$ cat config.mk
export PLATFORM = sky130hd
export DESIGN_NAME = eu_param_fetch
export DESIGN_NICKNAME = d
export VERILOG_FILES = /design/src/rtl/eu_fetch_pkg.sv /design/src/rtl/eu_param_fetch_rr_arbiter.sv /design/src/rtl/eu_param_fetch.sv
export SDC_FILE = /design/constraint.sdc
export NUM_CORES = 1
export LEC_CHECK = 0
export ABC_AREA = 1
export CORE_MARGIN = 3
export CORE_UTILIZATION = 40
export DETAILED_ROUTE_END_ITERATION = 16
export PLACE_DENSITY_LB_ADDON = 0.08
export SYNTH_ARGS = -nofsm -noshare
export SYNTH_HDL_FRONTEND = slang
export SYNTH_SLANG_ARGS = --single-unit
$ cat constraint.sdc
create_clock -name clk -period 31.2 [get_ports clk]
set_clock_uncertainty 0.2 [all_clocks]
set_input_delay 6.24 -clock clk [delete_from_list [all_inputs] [get_ports clk]]
set_output_delay 6.24 -clock clk [all_outputs]
set_load 0.005 [all_outputs]
$ cat src/rtl/eu_fetch_pkg.sv
// eu_fetch_pkg: shared types and constants for the execution-unit parameter
// fetcher.
//   fetch_state_e  : fetcher FSM states
//   bytes_per_beat : byte stride of one SDRAM read beat
//   ADD_*          : adder parameter field positions inside beat 0
package eu_fetch_pkg;

  typedef enum logic [1:0] {
    IDLE = 2'd0,
    REQ  = 2'd1,
    WAIT = 2'd2,
    OUT  = 2'd3
  } fetch_state_e;

  function automatic int bytes_per_beat(input int data_w);
    return data_w / 8;
  endfunction

  // Adder parameter layout (beat 0): s_a[15:0], s_b[31:16], z_tot[39:32]
  localparam int ADD_SA_LSB   = 0;
  localparam int ADD_SA_W     = 16;
  localparam int ADD_SB_LSB   = 16;
  localparam int ADD_SB_W     = 16;
  localparam int ADD_ZTOT_LSB = 32;
  localparam int ADD_ZTOT_W   = 8;

endpackage

$ cat src/rtl/eu_param_fetch_rr_arbiter.sv
// rr_arbiter: combinational round-robin pick. Grants the lowest requesting
// index at or after ptr, wrapping past NUM_EU-1 back to 0.
//   req : request vector
//   ptr : first index to consider
//   gnt : one-hot grant
//   idx : binary index of the grant
//   any : at least one request present
module rr_arbiter #(
  parameter int NUM_EU = 4
) (
  input  logic [NUM_EU-1:0]         req,
  input  logic [$clog2(NUM_EU)-1:0] ptr,
  output logic [NUM_EU-1:0]         gnt,
  output logic [$clog2(NUM_EU)-1:0] idx,
  output logic                      any
);
  localparam int IW = $clog2(NUM_EU);

  logic [IW:0] s;

  always_comb begin
    gnt = '0;
    idx = '0;
    any = 1'b0;
    s   = '0;
    for (int k = 0; k < NUM_EU; k++) begin
      // one extra bit so ptr+k can be wrapped for non-power-of-two NUM_EU
      s = {1'b0, ptr} + (IW+1)'(k);
      if (s >= (IW+1)'(NUM_EU)) s = s - (IW+1)'(NUM_EU);
      if (!any && req[s[IW-1:0]]) begin
        any            = 1'b1;
        gnt[s[IW-1:0]] = 1'b1;
        idx            = s[IW-1:0];
      end
    end
  end

endmodule

$ cat src/rtl/eu_param_fetch.sv
// eu_param_fetch: one SDRAM read port shared by NUM_EU execution units.
// Each EU pulses fetch_req with a base address and beat count; requests are
// served round-robin, one SDRAM beat in flight at a time, and the assembled
// word is broadcast on param_data with a one-hot param_valid strobe.
//   clk, rst          : clock, asynchronous active-high reset
//   fetch_req/addr/len: per-EU request pulse with sampled address/length
//   sdram_req/addr    : read request, held until sdram_gnt
//   sdram_gnt         : request accepted
//   sdram_rvalid/rdata: read return
//   param_data        : assembled beats, beat k at [k*SDRAM_DATA_W +: SDRAM_DATA_W]
//   param_valid       : one-hot completion strobe
//   busy              : per-EU pending or in flight
//   err_overrun       : sticky, request dropped because the EU was busy
module eu_param_fetch
  import eu_fetch_pkg::*;
#(
  parameter int NUM_EU       = 4,
  parameter int SDRAM_DATA_W = 128,
  parameter int ADDR_W       = 32,
  parameter int MAX_BEATS    = 2
) (
  input  logic                                    clk,
  input  logic                                    rst,
  input  logic [NUM_EU-1:0]                       fetch_req,
  input  logic [NUM_EU*ADDR_W-1:0]                fetch_addr,
  input  logic [NUM_EU*$clog2(MAX_BEATS+1)-1:0]   fetch_len,
  output logic                                    sdram_req,
  output logic [ADDR_W-1:0]                       sdram_addr,
  input  logic                                    sdram_gnt,
  input  logic                                    sdram_rvalid,
  input  logic [SDRAM_DATA_W-1:0]                 sdram_rdata,
  output logic [MAX_BEATS*SDRAM_DATA_W-1:0]       param_data,
  output logic [NUM_EU-1:0]                       param_valid,
  output logic [NUM_EU-1:0]                       busy,
  output logic                                    err_overrun
);
  localparam int LEN_W  = $clog2(MAX_BEATS+1);
  localparam int IDX_W  = $clog2(NUM_EU);
  localparam int BEAT_W = (MAX_BEATS > 1) ? $clog2(MAX_BEATS) : 1;
  localparam int BPB    = bytes_per_beat(SDRAM_DATA_W);

  fetch_state_e                             state;
  logic [IDX_W-1:0]                         idx, rr_ptr, arb_idx;
  logic [NUM_EU-1:0]                        idx_oh, arb_gnt;
  logic                                     arb_any;
  logic [BEAT_W-1:0]                        beat;
  logic [NUM_EU-1:0]                        pending, accept, overrun;
  logic [NUM_EU-1:0]                        done_oh, inflight_oh;
  logic [ADDR_W-1:0]                        addr_q [NUM_EU];
  logic [LEN_W-1:0]                         len_q  [NUM_EU];
  logic [MAX_BEATS-1:0][SDRAM_DATA_W-1:0]   data_q;
  logic                                     last_beat;

  function automatic logic [LEN_W-1:0] clamp_len(input logic [LEN_W-1:0] l);
    if (l == '0) return LEN_W'(1);
    if (l > LEN_W'(MAX_BEATS)) return LEN_W'(MAX_BEATS);
    return l;
  endfunction

  rr_arbiter #(.NUM_EU(NUM_EU)) u_arb (
    .req (pending),
    .ptr (rr_ptr),
    .gnt (arb_gnt),
    .idx (arb_idx),
    .any (arb_any)
  );

  assign inflight_oh = (state != IDLE) ? idx_oh : '0;
  assign done_oh     = (state == OUT)  ? idx_oh : '0;
  assign busy        = pending | inflight_oh;
  // The completing EU may post its next fetch in its own OUT cycle.
  assign accept      = fetch_req & (~busy | done_oh);
  assign overrun     = fetch_req & busy & ~done_oh;

  assign param_valid = done_oh;
  assign param_data  = data_q;
  assign sdram_req   = (state == REQ);
  assign sdram_addr  = sdram_req ? addr_q[idx] + ADDR_W'(beat) * ADDR_W'(BPB) : '0;
  assign last_beat   = (LEN_W'(beat) + LEN_W'(1)) == len_q[idx];

  // Request capture: set wins over the OUT-cycle clear.
  always_ff @(posedge clk or posedge rst) begin
    if (rst) begin
      pending     <= '0;
      err_overrun <= 1'b0;
      for (int i = 0; i < NUM_EU; i++) begin
        addr_q[i] <= '0;
        len_q[i]  <= '0;
      end
    end else begin
      pending <= (pending & ~done_oh) | accept;
      if (|overrun) err_overrun <= 1'b1;
      for (int i = 0; i < NUM_EU; i++) begin
        if (accept[i]) begin
          addr_q[i] <= fetch_addr[i*ADDR_W +: ADDR_W];
          len_q[i]  <= clamp_len(fetch_len[i*LEN_W +: LEN_W]);
        end
      end
    end
  end

  always_ff @(posedge clk or posedge rst) begin
    if (rst) begin
      state  <= IDLE;
      idx    <= '0;
      idx_oh <= '0;
      beat   <= '0;
      rr_ptr <= '0;
      data_q <= '0;
    end else begin
      case (state)
        IDLE: if (arb_any) begin
          idx    <= arb_idx;
          idx_oh <= arb_gnt;
          beat   <= '0;
          data_q <= '0;   // unfetched slots read as zero
          state  <= REQ;
        end
        REQ: if (sdram_gnt) state <= WAIT;
        WAIT: if (sdram_rvalid) begin
          data_q[beat] <= sdram_rdata;
          if (last_beat) state <= OUT;
          else begin
            beat  <= beat + 1'b1;
            state <= REQ;
          end
        end
        OUT: begin
          rr_ptr <= (idx == IDX_W'(NUM_EU-1)) ? '0 : idx + 1'b1;
          state  <= IDLE;
        end
        default: state <= IDLE;
      endcase
    end
  end

endmodule
[Word-level counts from Yosys, hierarchy flattened]
Cells that the tools add are included.
W data, S select, Z words.
Operators by class
  add/subtract/negate cells: 11
  $mul: 0
  divide/modulo/power cells: 0
  magnitude comparators: 19
  equality and inequality tests: 9
  shifts and indexed selects: 0
  multiplexer cells: 93
  bitwise logic cells: 13
  reduce and logical (&&, ||, !) cells: 23
Operators by type and width (count)
  $mux W256: 2
  $pmux W256 S2: 1
  $bwmux W256: 1
  $demux W128 S1: 1
  $mux W128: 1
  $mux W32: 3
  $bmux W32 S2: 1
  $mux W2: 31
  $mux W1: 35
  $add A32 B5 Y32: 1
  $mux W4: 6
  $or A4 B4 Y4: 6
  $and A4 B4 Y4: 4
  $ge A3 B3 Y1 const B: 4
  $lt A2 B3 Y1 const B: 4
  $logic_not A2 Y1: 5
  $bmux W1 S2: 4
  $demux W1 S2: 4
  $ge A2 B1 Y1 const B: 4
  $gt A2 B2 Y1 const B: 4
  $logic_and A1 B1 Y1: 8
  $not A4 Y4: 2
  $pmux W2 S4: 1
  $sub A2 B1 Y2 const B: 4
  22 further kinds: 31
Word-level totals
  register bits: 408
  latch bits: 0
  memory bits (writable): 0
  ROM bits: 0
  input port bits: 272
  output and inout bits: 298
  word-level logic and storage cells: 185
  memories kept: 0

[Longest topological paths before layout]
  depth after elaboration: 16
  depth in mapped cells: 16

[Hierarchy]
A second synthesis with hierarchy kept.
Second synthesis, totals
  cells, all modules: 2127
  area, all modules: 18627.9 um2
Modules (own cells, without submodules)
  eu_param_fetch: times used 1, cells each 2053, area an instance 18187.4 um2, seq. area each 10209.8 um2
  rr_arbiter: times used 1, cells each 74, area an instance 440.4 um2, seq. area each 0.0 um2

[Least setup slack after synthesis]
OpenSTA, ideal clock, no wires.
  path type: flip-flop to output port
  start point: register idx[0]
  end point: output sdram_addr[18]
  arrival time: 2.268 ns
  data required time: 24.760 ns
  slack: 22.492 ns
  cell stages (with the launch flop): 15
  cells stage by stage: dfrtp_1 -> inv_2 -> buf_2 -> buf_2 -> clkbuf_1 -> nor2_1 -> o22ai_1 -> ha_1 -> inv_1 -> nor2_1 -> nand2_2 -> nor2_2 -> nand2_1 -> xor2_1 -> nor2_1
On the way
  cells in the longest elaborated chain, start to end: 6
RTL lines
  from (decl): RTL line eu_param_fetch.sv:43  | logic [IDX_W-1:0] idx, rr_ptr, arb_idx;
  from (signal assigned): RTL line eu_param_fetch.sv:113  | idx <= arb_idx;
  $not A2 Y3 (implied by the code): RTL line eu_param_fetch.sv:78  | assign sdram_addr = sdram_req ? addr_q[idx] + ADDR_W'(beat) * ADDR_W'(BPB) : '0;
  $bmux W32 S2: RTL line eu_param_fetch.sv:78
  $mux W32 (implied by the code) (2 in a row): RTL line eu_param_fetch.sv:78
  $add A32 B5 Y32: RTL line eu_param_fetch.sv:78
  $mux W32: RTL line eu_param_fetch.sv:78
  to (decl): RTL line eu_param_fetch.sv:28  | output logic [ADDR_W-1:0] sdram_addr,
Every way passes these cells. The select of a mux whose other input is x is not followed.

[Final worst setup path]
Ends and elaborated chain as after synthesis.

==> impl_metrics.ini <==
[global_route]
grt_pass1_vias = 16687
grt_remaining_overflow = 0
antenna_found_initial = 21
grtUsageTotal_pct = 26.1
grt_pass1_wl_um = 102000
grt_max_degree = 236

[route]
final_antenna_net_count = 0
drt-total-wl_um = 66400
wl_met2_um = 31700
highest_layer = met5
drtIter0Drc = 1268
wire_per_inst_um = 19.7
via_per_inst = 5.00
drc = 0
wl_met3_um = 5540
drtPass1Iterations = 5
via_count = 16885
wl_met1_um = 27000

[die]
die_height_um = 223
start_util_pct = 41.0
dieArea_sq_mm = 0.0498
core-area_sq_mm = 0.0460
placementRows = 78
die_x_um = 223
io_pins = 570

[power]
seqPwrFrac_pct = 32.6
clkPwrFrac_pct = 22.5
swShare_pct = 39.7
ir_drop_mv = 0.0806
p_total_mw = 2.46
internal-power_mw = 1.48
power.density_mw_per_mm2 = 93.9
p_leak_nw = 11.4
combPwrFrac_pct = 44.9
p_sw_mw = 0.977

[timing]
setup_viol_count_final = 0
maxSlewViolCount = 0
slew_headroom_pct = 20.4
hold_ws_ps = 270
final.setup.tns_ps = 0
fmax_ghz = 0.0945
tightest_slew_ps = 1190
rsz0062_at_grt = no
min_period_ps = 10580
period_share_pct = 33.9
setup_ws_ps = 20620
finalHoldViolations = 0

[clock_tree]
cts_tree = done
clk_pin_slew_ps = 60
h-tree-depth = 2
clkLatencyLatePin_ps = 560
clock-sinks = 408
ctsResizeCount = 0
cts_setup_buffers = 0
root_buffer = clkbuf_16
cts-hold-fix-buffers = 0
numCtsBuffers = 47
clockBufferDepth = 3

[finish]
final_area_sq_mm = 0.0262
final_util_pct = 57.0
instances_no_fill = 3375
layout_commonest_cell = nand2_1
multi_input_area_sq_mm = 0.00770
fillCellCount = 4214
final_cell_mix = nand2_1, clkdlybuf4s50_1, dfrtp_1
nets = 3010
drive_gt1_share_pct = 7.81
area_growth_pct = 38.9
seqCellArea_sq_mm = 0.0102

[outcome]
status = finished clean

[place]
dp_slack_ps = 21150
gp_congestion = 0.912
port_buffers = 565
dp.cells = 3281
hpwlAfterDp_um = 46200
dpl_cell_area_sq_mm = 0.0247

[synthesis]
ys_warn_count = 0
synth_edf_count = 0
synth.distinct_cells = 36
ys_ff_latch = 408
yosys_most_used_dff = dfrtp_1
postSynthCellCount = 2234
ys_seq_area_share_pct = 54.1
syn_area_per_cell_sq_um = 8.45
syn_nets = 2514
synthesis.area_sq_mm = 0.0189
async_flop_share_pct = 100

[job]
drv_cap = 0

[critical_path]
critPathLaunchType = register
crit_path_max_fanout = 44
cp.arrival_ps = 4140
critPathKind = register to output port
end_kind = output port
crit_required_ps = 24760

[hold_path]
hold_class = register to register
-- worst max-delay path: stages (launching register included) --
cell	delay [ps]
dfrtp_2	400
inv_2	350
buf_4	530
o21ai_0	180
o22ai_1	350
ha_1	250
inv_1	40
nor2_1	120
nand2_2	150
nor2_2	260
nand2_1	100
xor2_1	170
nor2_1	140
clkdlybuf4s50_1	530
-- final timing paths --
kind	startpoint	end	slack, ps	cells after the start
hold / removal	err_overrun	err_overrun	270	1
setup / recovery	idx[0]	sdram_addr[18]	20620	13
max in group asynchronous	rst	param_data[93]	22300	4
hold reg to reg	err_overrun	err_overrun	270	1
setup reg to reg	rr_ptr[0]	param_data[213]	26440	10
min in group asynchronous	rst	param_data[180]	6010	2
-- registers in the layout, indices dropped and copies added (netlist names) --
register and count:
param_data 256, rr_ptr 2, idx_oh 4, state 2
err_overrun 1, beat 1, pending 4, idx 2
len_q 8, addr_q 128
-- routing by layer --
| layer | track usage (%) | vias up |
|---|---|---|
| met5 | 0 | - |
| met4 | 8.98 | 24 |
| met3 | 8.50 | 125 |
| met2 | 42.6 | 538 |
| met1 | 32.7 | 8005 |
| li1 | - | 8193 |
-- power by group through the flow --
| stage | Sequential [mW] | Combinational [mW] | Clock (mW) |
|---|---|---|---|
| 6_report | 0.802 | 1.10 | 0.555 |
| 5_1_grt | 0.824 | 1.22 | 0.590 |
| 4_1_cts | 0.803 | 1.11 | 0.569 |
| 3_5_place_dp | 0.809 | 1.10 | 0 |
| 3_3_place_gp | 0.801 | 1.09 | 0 |
| 2_1_floorplan | 0.796 | 0.687 | 0 |
-- Yosys cell counts, types with 2 or more instances --
master	count	share of area, %
clkbuf_1	33	0.66
o21ai_2	2	0.093
dfrtp_1	408	54
buf_2	58	1.5
or2_2	2	0.066
buf_4	27	1.1
a21boi_0	4	0.16
nor2_1	110	2.2
nor2_2	7	0.23
nand3_1	76	2.0
nand2_2	10	0.33
buf_6	14	0.84
o22ai_1	4	0.13
inv_1	48	0.95
nor2_4	3	0.18
mux2_2	90	5.4
nand4_4	3	0.34
nor3_1	4	0.11
o21ai_0	54	1.4
nand2_1	966	19
a21oi_1	26	0.69
xor2_1	3	0.14
ha_1	8	0.53
nand4_1	7	0.23
o21ai_1	252	6.7
inv_2	5	0.099
-- cell families after synthesis --
family | share of synthesized area (%)
AND/OR/NAND/NOR | 25.1
buffers and inverters | 5.19
AO/OA/AOI/OAI | 9.32
multiplexers | 5.55
adder cells (fa/ha/maj) | 0.531
XOR/XNOR | 0.139
flip-flops | 54.1
-- layout make-up --
type	count	area share (%)
well taps	600	2.86
repair buffers	579	22.1
clock buffers	71	5.17
diodes	10	0.0955
clock inverters	13	0.659
flip-flops and latches	408	39.0
inverters	54	0.811
multi-input cells	1640	29.4
(Power assumes the default switching activity.)
